==> src/rtl/uart_rx_fsm.sv <==
// UART receive front end: 2-flop synchroniser, oversampled start/data/parity/stop
// sampling, and a one-clk strobe to the downstream parity checker.
module uart_rx_fsm #(
  parameter int OVERSAMPLE = 16,
  parameter bit PARITY_EN  = 1'b1
) (
  input  logic       clk,
  input  logic       reset,
  input  logic       baud_tick,
  input  logic       rx_in,
  output logic [7:0] data_out,
  output logic       parity_bit,
  output logic       parity_load,
  output logic       rx_valid,
  output logic       frame_error,
  output logic       busy
);

  localparam int            CW        = $clog2(OVERSAMPLE);
  localparam logic [CW-1:0] MID_START = CW'(OVERSAMPLE / 2 - 1);
  localparam logic [CW-1:0] MID_BIT   = CW'(OVERSAMPLE - 1);

  typedef enum logic [2:0] {
    S_IDLE,
    S_START,
    S_DATA,
    S_PARITY,
    S_STOP
  } state_e;

  state_e        state_q, state_d;
  logic          rx_meta_q, rx_s_q;
  logic [CW-1:0] tick_cnt_q, tick_cnt_d;
  logic [2:0]    bit_idx_q, bit_idx_d;
  logic [7:0]    shift_q, shift_d;
  logic          par_q, par_d;
  logic [7:0]    data_q, data_d;
  logic          parity_bit_q, parity_bit_d;
  logic          done_q, done_d;
  logic          stop_ok_q, stop_ok_d;
  logic          parity_load_q, rx_valid_q, frame_error_q;

  // NOTE: every variable gets its default before the case so no path leaves one unassigned (no latches).
  always_comb begin
    state_d      = state_q;
    tick_cnt_d   = tick_cnt_q;
    bit_idx_d    = bit_idx_q;
    shift_d      = shift_q;
    par_d        = par_q;
    data_d       = data_q;
    parity_bit_d = parity_bit_q;
    stop_ok_d    = stop_ok_q;
    done_d       = 1'b0;

    if (baud_tick) begin
      tick_cnt_d = (tick_cnt_q == MID_BIT) ? '0 : tick_cnt_q + 1'b1;
      case (state_q)
        S_IDLE: begin
          tick_cnt_d = '0;
          if (!rx_s_q) state_d = S_START;
        end
        S_START: begin
          // Re-check the line half a bit after the edge to reject glitches.
          if (tick_cnt_q == MID_START) begin
            tick_cnt_d = '0;
            bit_idx_d  = '0;
            state_d    = rx_s_q ? S_IDLE : S_DATA;
          end
        end
        S_DATA: begin
          if (tick_cnt_q == MID_BIT) begin
            shift_d    = {rx_s_q, shift_q[7:1]};
            bit_idx_d  = bit_idx_q + 1'b1;
            tick_cnt_d = '0;
            if (bit_idx_q == 3'd7) state_d = PARITY_EN ? S_PARITY : S_STOP;
          end
        end
        S_PARITY: begin
          if (tick_cnt_q == MID_BIT) begin
            par_d      = rx_s_q;
            tick_cnt_d = '0;
            state_d    = S_STOP;
          end
        end
        S_STOP: begin
          // Return to IDLE at mid-stop so a back-to-back start edge is not missed.
          if (tick_cnt_q == MID_BIT) begin
            data_d       = shift_q;
            parity_bit_d = PARITY_EN ? par_q : 1'b0;
            stop_ok_d    = rx_s_q;
            done_d       = 1'b1;
            tick_cnt_d   = '0;
            state_d      = S_IDLE;
          end
        end
        default: state_d = S_IDLE;
      endcase
    end
  end

  // NOTE: sequential state uses non-blocking assignments so every flop samples pre-edge values.
  always_ff @(posedge clk or posedge reset) begin
    if (reset) begin
      state_q       <= S_IDLE;
      rx_meta_q     <= 1'b1;
      rx_s_q        <= 1'b1;
      tick_cnt_q    <= '0;
      bit_idx_q     <= '0;
      shift_q       <= '0;
      par_q         <= 1'b0;
      data_q        <= '0;
      parity_bit_q  <= 1'b0;
      stop_ok_q     <= 1'b0;
      done_q        <= 1'b0;
      parity_load_q <= 1'b0;
      rx_valid_q    <= 1'b0;
      frame_error_q <= 1'b0;
    end else begin
      rx_meta_q     <= rx_in;
      rx_s_q        <= rx_meta_q;
      state_q       <= state_d;
      tick_cnt_q    <= tick_cnt_d;
      bit_idx_q     <= bit_idx_d;
      shift_q       <= shift_d;
      par_q         <= par_d;
      data_q        <= data_d;
      parity_bit_q  <= parity_bit_d;
      stop_ok_q     <= stop_ok_d;
      done_q        <= done_d;
      // Strobes trail the data_out update by one clk, so data is stable while they are high.
      parity_load_q <= done_q;
      rx_valid_q    <= done_q & stop_ok_q;
      frame_error_q <= done_q & ~stop_ok_q;
    end
  end

  assign data_out    = data_q;
  assign parity_bit  = parity_bit_q;
  assign parity_load = parity_load_q;
  assign rx_valid    = rx_valid_q;
  assign frame_error = frame_error_q;
  assign busy        = (state_q != S_IDLE);

endmodule
==> config.mk <==
export PLATFORM = sky130hd
export DESIGN_NAME = uart_rx_fsm
export DESIGN_NICKNAME = d
export VERILOG_FILES = /design/src/rtl/uart_rx_fsm.sv
export SDC_FILE = /design/constraint.sdc
export NUM_CORES = 1
export LEC_CHECK = 0
export CAP_MARGIN = 20
export CORE_ASPECT_RATIO = 0.9
export CORE_MARGIN = 3
export CORE_UTILIZATION = 27
export CTS_CLUSTER_SIZE = 30
export DETAILED_ROUTE_END_ITERATION = 12
export HOLD_SLACK_MARGIN = 0.1
export PLACE_DENSITY = 0.53
export SLEW_MARGIN = 20
export SYNTH_ARGS = -nofsm -noshare
export SYNTH_HDL_FRONTEND = slang
export SYNTH_SLANG_ARGS = --single-unit
==> constraint.sdc <==
create_clock -name clk -period 4.6 [get_ports clk]
set_input_delay 0.92 -clock clk [delete_from_list [all_inputs] [get_ports clk]]
set_output_delay 0.92 -clock clk [all_outputs]
set_load 0.02 [all_outputs]
# [Yosys cells after proc, flatten, opt, wreduce, memory -nomap -nowiden]
# Cells that the tools add are included.
[totals] reg_bits=35 in_bits=4 out_inout_bits=13 elab_cells=59
[op_classes] addsub=2 n_eq_ne=13 muxes=18 bitwise_logic=3 reduce_logical=9
[op_table] op="2-to-1 mux 3 bit" count=8
[op_table] op="case mux 3 bit (5 select lines)" count=1
[op_table] op="2-to-1 mux 4 bit" count=3
[op_table] op="inequality test 2 bit (second input constant)" count=6
[op_table] op="case mux 4 bit (3 select lines)" count=1
[op_table] op="AND reduction 3 bit" count=3
[op_table] op="AND reduction 7 bit" count=1
[op_table] op="== test 3 x 2 -> 1 bit (second input constant)" count=2
[op_table] op="== test 3 bit (second input constant)" count=2
[op_table] op="case mux 3 bit (2 select lines)" count=1
[op_table] op="adder 4 x 1 -> 4 bit (second input constant)" count=1
[op_table] op="== test 4 x 3 -> 1 bit (second input constant)" count=1
[op_table] op="== test 4 bit (second input constant)" count=1
[op_table] op="AND reduction 4 bit" count=1
[op_table] op="adder 3 x 1 -> 3 bit (second input constant)" count=1
[op_table] op="== test 3 x 1 -> 1 bit (second input constant)" count=1
[op_table] op="zero test 3 bit" count=1
[op_table] op="2-to-1 mux 1 bit" count=3
[op_table] op="nonzero test 3 bit" count=1
[op_table] op="OR reduction 3 bit" count=1
[op_table] op="bitwise AND 1 bit" count=2
[op_table] op="2-to-1 mux 2 bit" count=1
[op_table] op="nonzero test 2 bit" count=1
[op_table] op="NOT 1 bit" count=1

# [Logic depth before layout (Yosys ltp)]
# Gate-level depths: netlist of run 1.
[depth] ltp_word=4 mapped_depth=6 ltp_nobuf=6

# [Least setup slack after synthesis of run 1]
# No wires, ideal clock.
[synth_path] kind="register to output" startpoint="register state_q[1]" endpoint="output busy" arrival_ns=1.114 t_required_ns=3.680 setup_slack_ns=2.566 stages_incl_launch_ff=4 n_path_buf=1 path_cell_list="dfrtp_1 > buf_2 > nor3_1 > inv_1"
[synth_via] elab_chain_cells=1
[synth_lines] item="from (decl)" line_no="31" rtl="state_e state_q, state_d;"
[synth_lines] item="from (signal assigned)" line_no="121" rtl="state_q <= state_d;"
[synth_lines] item="nonzero test 3 bit" line_no="142" rtl="assign busy = (state_q != S_IDLE);"
[synth_lines] item="to (decl)" line_no="16" rtl="output logic busy"
# Every way passes these cells.

# [Worst setup path in the final report of run 1]
# Ends and elaborated chain as after synthesis.

==> results.toml, run 1 <==
[setup_path]
crit_arrival_ns = 2.06
crit_type = "flip-flop to primary output"
cp_slowest_cell = "clkdlybuf4s50_1"
critPathMaxStageDelay_ns = 0.56
endpoint_kind = "primary output"
cp_num_buf_inv = 2
crit_fanout = 14
worst-endpoint-required_ns = 3.68
path_cells = "nor3_1, inv_1, clkdlybuf4s50_1"
worstSetupStartpointType = "flip-flop"
crit_path_start = "state_q[1]$_DFFE_PP0P_"
r2r-start = "tick_cnt_q[0]$_DFFE_PP0P_"
crit_family = "buffers and inverters"

[cts]
ctsLongestPathBuffers = 2
clock-sinks = 35
insertion_delay_ns = 0.29
ctsResizeCount = 0
cts_tree = "yes"
cts_max_level = 2
cts_setup_buffers = 0
path_clk_slew_ns = 0.08
clock-root-buffer = "clkbuf_8"
hold_buffers = 0
cts_buffers = 5

[sta]
min_period_over_period = 0.647
skew_ns = 0.00805
worst_slack_ns = 1.62
rsz0062_at_grt = "false"
max_freq_ghz = 0.336
slew-limit-headroom = 0.580
period_needed_ns = 2.98
hold_viol_final = 0
finalMaxSlewViolations = 0
tns_ns = 0
final-setup-viol-count = 0
tightest_slew_ns = 0.627

[synthesis]
yosysTopAreaCell = "dfrtp_1"
synthDominantCellAreaShare = 0.510
ys.flop_type = "dfrtp_1"
syn_area_per_cell_um2 = 12.7
syn_area_um2 = 1620
yosysWarnings = 0
synth_area_leaders = "dfrtp_1 51%, mux2_4 8.3%, mux2_2 7.0%"
seq_area_frac_synth = 0.543
synth_cell_types = 36
synth_edf_count = 0
ys_top_cells_by_count = "33 x dfrtp_1, 10 x mux2_2, 9 x mux2_4"
async_reset_ff_frac = 1.00
syn_nets = 134
syn_inst = 127
ys_seq_elements = 35
yosysMostFrequentCell = "dfrtp_1"

[detailed_routing]
via_per_inst = 4.68
wl_per_cell_um = 13.6
via_count = 1002
drt_wl_total_um = 2910
drtIter0Drc = 55
drt-pass1-iter-count = 4
drt.antenna.violating_nets = 0
route.detailed.drc = 0

[global_route]
grt_usage = 0.0925
grt_pass1_vias = 1037
grt_overflow = 0
antenna_found_initial = 0
grt_pass1_wl_um = 4930
grt_max_degree = 36

[final_layout]
layout-area-overhead-vs-synth_pct = 19.0
multi_input_area_um2 = 648
n_fill_cell = 575
ff_latch_area_um2 = 878
finalNetCount = 150
final_layout_size_suffix_gt1_frac = 0.243
n_antenna_cell = 0
final_cells = 214
fin_util = 0.337

[die]
rows = 26
die_w_um = 87.6
io_pins = 17
die-height_um = 79.5
fp.coreArea_um2 = 5730
die_area_um2 = 6960
start_util = 0.283

[place]
place_ws_ns = 1.82
dpl.hpwl_um = 1990
dp_cells = 206
io_buffers = 16
place_congestion = 0.745

[power]
ir_drop_mv = 0.131
leakage_nw = 0.934
powerDensity_nw_per_um2 = 395

[flow_run]
drv_cap = 0

[status]
status = "complete, no violations"

[worst_hold_path]
holdCritPathClass = "flip-flop to flip-flop"
hold_start = "rx_meta_q$_DFF_PP1_"
worst paths after layout:
kind | slack, ns | end | depth (start not counted)
worst max register to register | 2.77 | data_out[7]$_DFFE_PP0P_ | 4
min in group asynchronous | 1.03 | stop_ok_q$_DFFE_PP0P_ | 3
worst max-delay path | 1.62 | busy | 3
worst min register to register | 0.36 | rx_s_q$_DFF_PP1_ | 0
worst min-delay path | 0.36 | rx_s_q$_DFF_PP1_ | 0
max in group asynchronous | 3.22 | rx_meta_q$_DFF_PP1_ | 3
stage by stage:
stage | area [µm²] | hold WS, ns | power (mW)
6_report | 1930 | 0.359 | 0.760
5_1_grt | 1930 | 0.365 | 0.803
2_1_floorplan | 1620 | 0.345 | 0.469
3_5_place_dp | 1810 | 0.353 | 0.490
4_1_cts | 1930 | 0.362 | 0.771
3_3_place_gp | 1810 | 0.345 | 0.481
area by class of cell:
cell class,count,area share
clock inverters,3,0.0227
clock buffers,5,0.0357
flip-flops and latches,35,0.456
inverters,8,0.0169
repair buffers,17,0.0870
well taps,70,0.0455
multi-input cells,76,0.336
state kept, by name, indices dropped and copies added (netlist names), 3 cells and up:
register and flops:
shift_q 8, tick_cnt_q 4, data_out 8, bit_idx_q 3
state_q 3
worst reg2reg max path: stages, from the launching register on:
cell	delay [ns]
dfrtp_1	0.37
ha_1	0.21
and3_1	0.39
nand4_4	0.33
mux2_4	0.41
logic make-up (layout without fill, tap and decap cells):
| group | Yosys count | in the layout | share of synthesized area |
|---|---|---|---|
| DFF | 35 | 35 | 0.543 |
| and+or+nand+nor | 31 | 31 | 0.123 |
| muxes | 22 | 22 | 0.173 |
| AOI/OAI and AO/OA | 20 | 20 | 0.0811 |
| buffers and inverters | 16 | 33 | 0.0572 |
| adders and majority gates | 3 | 3 | 0.0232 |
cell usage in the layout, fill, tap and decap left out, drive strengths merged, types with 4 or more instances in the layout:
cell type / Yosys / routed
a21oi: 4 / 4
clkbuf: 1 / 5
clkdlybuf4s50: 0 / 16
dfrtp: 33 / 33
inv: 8 / 8
mux2: 21 / 21
nand2: 8 / 8
nand4: 5 / 5
o21ai: 7 / 7
layer usage:
layer	global-route usage	wire (µm)
met3	0.0392	132
met4	0.0368	55
met1	0.118	1360
met5	0	0
met2	0.138	1360
power by group:
| part | internal, mW | switching, mW | leakage, nW |
|---|---|---|---|
| registers | 0.334 | 0.0472 | 0.467 |
| logic | 0.0442 | 0.0602 | 0.409 |
| clock network | 0.161 | 0.114 | 0.0581 |
| total | 0.539 | 0.221 | 0.934 |
(Power assumes the default switching activity.)
==> run 2, diff against run 1 <==
Clock period 4.6 ns to 3.1 ns, I/O delays scaled along.
==> results.toml, run 2 (synthesis results as in run 1) <==
[status]
status = "complete, no violations"

[power]
powerDensity_nw_per_um2 = 546
leakage_nw = 0.916
report.power.total_mw = 1.04
ir_drop_mv = 0.146

[setup_path]
worst-endpoint-required_ns = 2.48
ff2ff_path_depth = 4
crit_path_start = "state_q[1]$_DFFE_PP0P_"
crit_type = "flip-flop to primary output"
r2r-start = "tick_cnt_q[1]$_DFFE_PP0P_"
r2r-end = "data_out[7]$_DFFE_PP0P_"
crit_fanout = 14
worstSetupStartpointType = "flip-flop"
reg2reg_slack_ns = 1.28
endpoint = "busy"
endpoint_kind = "primary output"
crit_arrival_ns = 2.05

[cts]
clock-sinks = 35
cts_buffers = 5
path_clk_slew_ns = 0.07
insertion_delay_ns = 0.28
clock-root-buffer = "clkbuf_8"
ctsLongestPathBuffers = 2
cts_setup_buffers = 0
hold_buffers = 0
cts_max_level = 2
cts_tree = "yes"
ctsResizeCount = 0

[die]
die_w_um = 87.6
start_util = 0.283
die_area_um2 = 6960
io_pins = 17
rows = 26
fp.coreArea_um2 = 5730
die-height_um = 79.5

[detailed_routing]
wl_per_cell_um = 13.3
drt_wl_total_um = 2850
via_count = 1014
route.detailed.drc = 0
drt-pass1-iter-count = 4
via_per_inst = 4.74
drt.antenna.violating_nets = 0
drtIter0Drc = 53

[global_route]
grt_pass1_vias = 1074
grt_usage = 0.0994
antenna_found_initial = 0
grt_overflow = 0
grt_pass1_wl_um = 5290
grt_max_degree = 21

[final_layout]
final_common_cell = "dfrtp_1"
stdcell_area_um2 = 1900
final_cell_mix = "33 x dfrtp_1, 16 x clkdlybuf4s50_1, 10 x mux2_2"
finalNetCount = 150
layout-area-overhead-vs-synth_pct = 17.5
final_cells = 214
n_antenna_cell = 0
final_layout_size_suffix_gt1_frac = 0.243

[sta]
min_period_over_period = 0.861
tightest_slew_ns = 0.650
holdWs_ns = 0.359
hold_viol_final = 0
max_freq_ghz = 0.375
final-setup-viol-count = 0
slew-limit-headroom = 0.565
rsz0062_at_grt = "false"
skew_ns = 0.00658
tns_ns = 0
period_needed_ns = 2.67
finalMaxSlewViolations = 0

[place]
io_buffers = 16
placed_area_um2 = 1810
place_congestion = 0.752
dpl.hpwl_um = 1980
dp_cells = 206

[worst_hold_path]
holdCritPathClass = "flip-flop to flip-flop"

[flow_run]
drv_cap = 0
run 2: cell types whose count changed in the layout (fill, tap and decap cells not counted), sizes merged:
cell / before / now
clkinv: 2 / 1
clkinvlp: 0 / 2
bufinv: 1 / 0
run 2: report_power, final:
group	switching (mW)	internal (mW)
clock	0.165	0.156
sequential	0.0694	0.495
combinational	0.0880	0.0653
total	0.322	0.716
run 2: through the flow:
step	setup slack, ns	utilization
detailed placement	0.610	0.317
CTS	0.436	0.332
finish	0.430	0.332
global route	0.241	0.332
global placement	0.704	0.317
floorplan	1.37	-
run 2: layer usage:
layer	wire length, µm	track usage	part of all wire	up-vias
met1	1340	0.132	0.47	508
met4	39	0.0506	0.014	0
met3	139	0.0382	0.049	2
met5	0	0	0	-
li1	-	-	-	476
met2	1330	0.139	0.47	28
run 2: final cells by class:
cell class,instances,area (µm²)
Sequential cell,35,878
Tap cell,70,87.6
Clock inverter,3,20.0
Multi-Input combinational cell,76,648
Clock buffer,5,68.8
Timing Repair Buffer,17,168
Fill cell,579,3820
Inverter,8,32.5
run 2: how the worst min path moves through the flow:
stage | startpoint | to | slack [ns] | depth (start not counted)
2_1_floorplan | rx_meta_q$_DFF_PP1_ | rx_s_q$_DFF_PP1_ | 0.35 | 0
3_3_place_gp | rx_meta_q$_DFF_PP1_ | rx_s_q$_DFF_PP1_ | 0.35 | 0
3_5_place_dp | rx_meta_q$_DFF_PP1_ | rx_s_q$_DFF_PP1_ | 0.35 | 0
4_1_cts | rx_meta_q$_DFF_PP1_ | rx_s_q$_DFF_PP1_ | 0.36 | 0
5_1_grt | rx_meta_q$_DFF_PP1_ | rx_s_q$_DFF_PP1_ | 0.37 | 0
6_report | rx_meta_q$_DFF_PP1_ | rx_s_q$_DFF_PP1_ | 0.36 | 0
run 2: critical path, cell delays in order, from the launching register on:
cell	delay, ns
dfrtp_1	0.54
nor3_1	0.53
inv_1	0.13
clkdlybuf4s50_1	0.57
==> run 3, diff against run 2 <==
Settings changed: DONT_BUFFER_PORTS set to 1, PLACE_DENSITY 0.53 to 0.49.
==> results.toml, run 3 (synthesis results as in run 1) <==
[status]
status = "complete, no violations"

[setup_path]
worstSetupStartpointType = "flip-flop"
crit_type = "flip-flop to primary output"
endpoint_kind = "primary output"
r2r-start = "tick_cnt_q[0]$_DFFE_PP0P_"
crit_path_start = "state_q[1]$_DFFE_PP0P_"
worst-endpoint-required_ns = 2.48
crit_fanout = 14
crit_arrival_ns = 1.57

[detailed_routing]
via_count = 940
drt.antenna.violating_nets = 0
wl_per_cell_um = 13.8
drtIter0Drc = 75
route.detailed.drc = 0
via_per_inst = 4.75
drt-pass1-iter-count = 5
drt_wl_total_um = 2740

[place]
io_buffers = 0
dpl.hpwl_um = 1880
dp_cells = 190
place_congestion = 0.888

[die]
fp.coreArea_um2 = 5730
io_pins = 17
rows = 26
start_util = 0.283
die_w_um = 87.6
die-height_um = 79.5
die_area_um2 = 6960

[cts]
clock-root-buffer = "clkbuf_8"
cts_setup_buffers = 0
ctsLongestPathBuffers = 2
cts_max_level = 2
path_clk_slew_ns = 0.07
cts_tree = "yes"
cts_buffers = 5
hold_buffers = 0
clock-sinks = 35
ctsResizeCount = 0
insertion_delay_ns = 0.28

[final_layout]
final_layout_size_suffix_gt1_frac = 0.258
final_cell_mix = "33 x dfrtp_1, 10 x mux2_2, 9 x mux2_4"
n_fill_cell = 571
finalNetCount = 134
multi_input_area_um2 = 648
final_common_cell = "dfrtp_1"
final_cells = 198
n_antenna_cell = 0
ff_latch_area_um2 = 878
layout-area-overhead-vs-synth_pct = 7.19

[sta]
rsz0062_at_grt = "false"
tns_ns = 0
tightest_slew_ns = 0.517
slew-limit-headroom = 0.652
skew_ns = 0.00668
period_needed_ns = 2.19
max_freq_ghz = 0.457
final-setup-viol-count = 0
hold_viol_final = 0
finalMaxSlewViolations = 0
min_period_over_period = 0.706

[flow_run]
drv_cap = 0

[power]
p_sw_mw = 0.301
powerDensity_nw_per_um2 = 584
leakage_nw = 0.861
p_clk_frac = 0.301
ir_drop_mv = 0.192
combPwrFrac = 0.145
switching_share = 0.297
p_int_mw = 0.713
seqPwrFrac = 0.554

[global_route]
grt_pass1_wl_um = 4510
antenna_found_initial = 0
grt_usage = 0.0845
grt_pass1_vias = 906
grt_max_degree = 36
grt_overflow = 0

[worst_hold_path]
holdCritPathClass = "primary input to flip-flop"
hold_start = "rx_in"
[run 3: cell type report]
type	count	area share
inverters	8	0.0187
clock inverters	1	0.00288
repair buffers	1	0.00433
clock buffers	7	0.0440
well taps	70	0.0505
flip-flops and latches	35	0.506
multi-input cells	76	0.373
[run 3: worst max-delay path: stages, from the launching register on]
cell and delay [ns]:
dfrtp_1 0.53, nor3_1 0.52, inv_1 0.25
[run 3: worst paths after layout]
check / slack, ns / cells after the start / endpoint
min in group asynchronous: 0.34 / 2 / data_out[0]$_DFFE_PP0P_
max in group asynchronous: 2.43 / 2 / rx_s_q$_DFF_PP1_
hold reg to reg: 0.36 / 0 / rx_s_q$_DFF_PP1_
setup reg to reg: 1.30 / 4 / data_out[4]$_DFFE_PP0P_
setup / recovery: 0.91 / 2 / busy
hold / removal: 0.33 / 0 / rx_meta_q$_DFF_PP1_
[run 3: through the flow]
| stage | utilization | total power, mW | hold WS, ns | cell area, µm² | setup WS [ns] |
|---|---|---|---|---|---|
| final | 0.303 | 1.01 | 0.333 | 1740 | 0.912 |
| after global routing | 0.303 | 1.08 | 0.314 | 1740 | 0.850 |
| after CTS | 0.303 | 1.03 | 0.321 | 1740 | 0.936 |
| after detailed placement | 0.289 | 0.715 | 0.349 | 1650 | 1.24 |
| after global placement | 0.289 | 0.703 | 0.347 | 1650 | 1.28 |
| after floorplan | - | 0.696 | 0.345 | 1620 | 1.37 |
[run 3: layer usage]
layer	part of all wire	GRT usage
met1	0.44	0.109
met3	0.067	0.0320
met2	0.48	0.122
met5	0	0
met4	0.016	0.0445
[run 3: power groups by stage]
stage,Sequential [mW],Combinational [mW],Clock [mW]
after floorplan,0.526,0.170,0
after detailed placement,0.568,0.147,0
after CTS,0.559,0.147,0.324
after global placement,0.565,0.138,0
final,0.562,0.147,0.305
after global routing,0.572,0.165,0.340
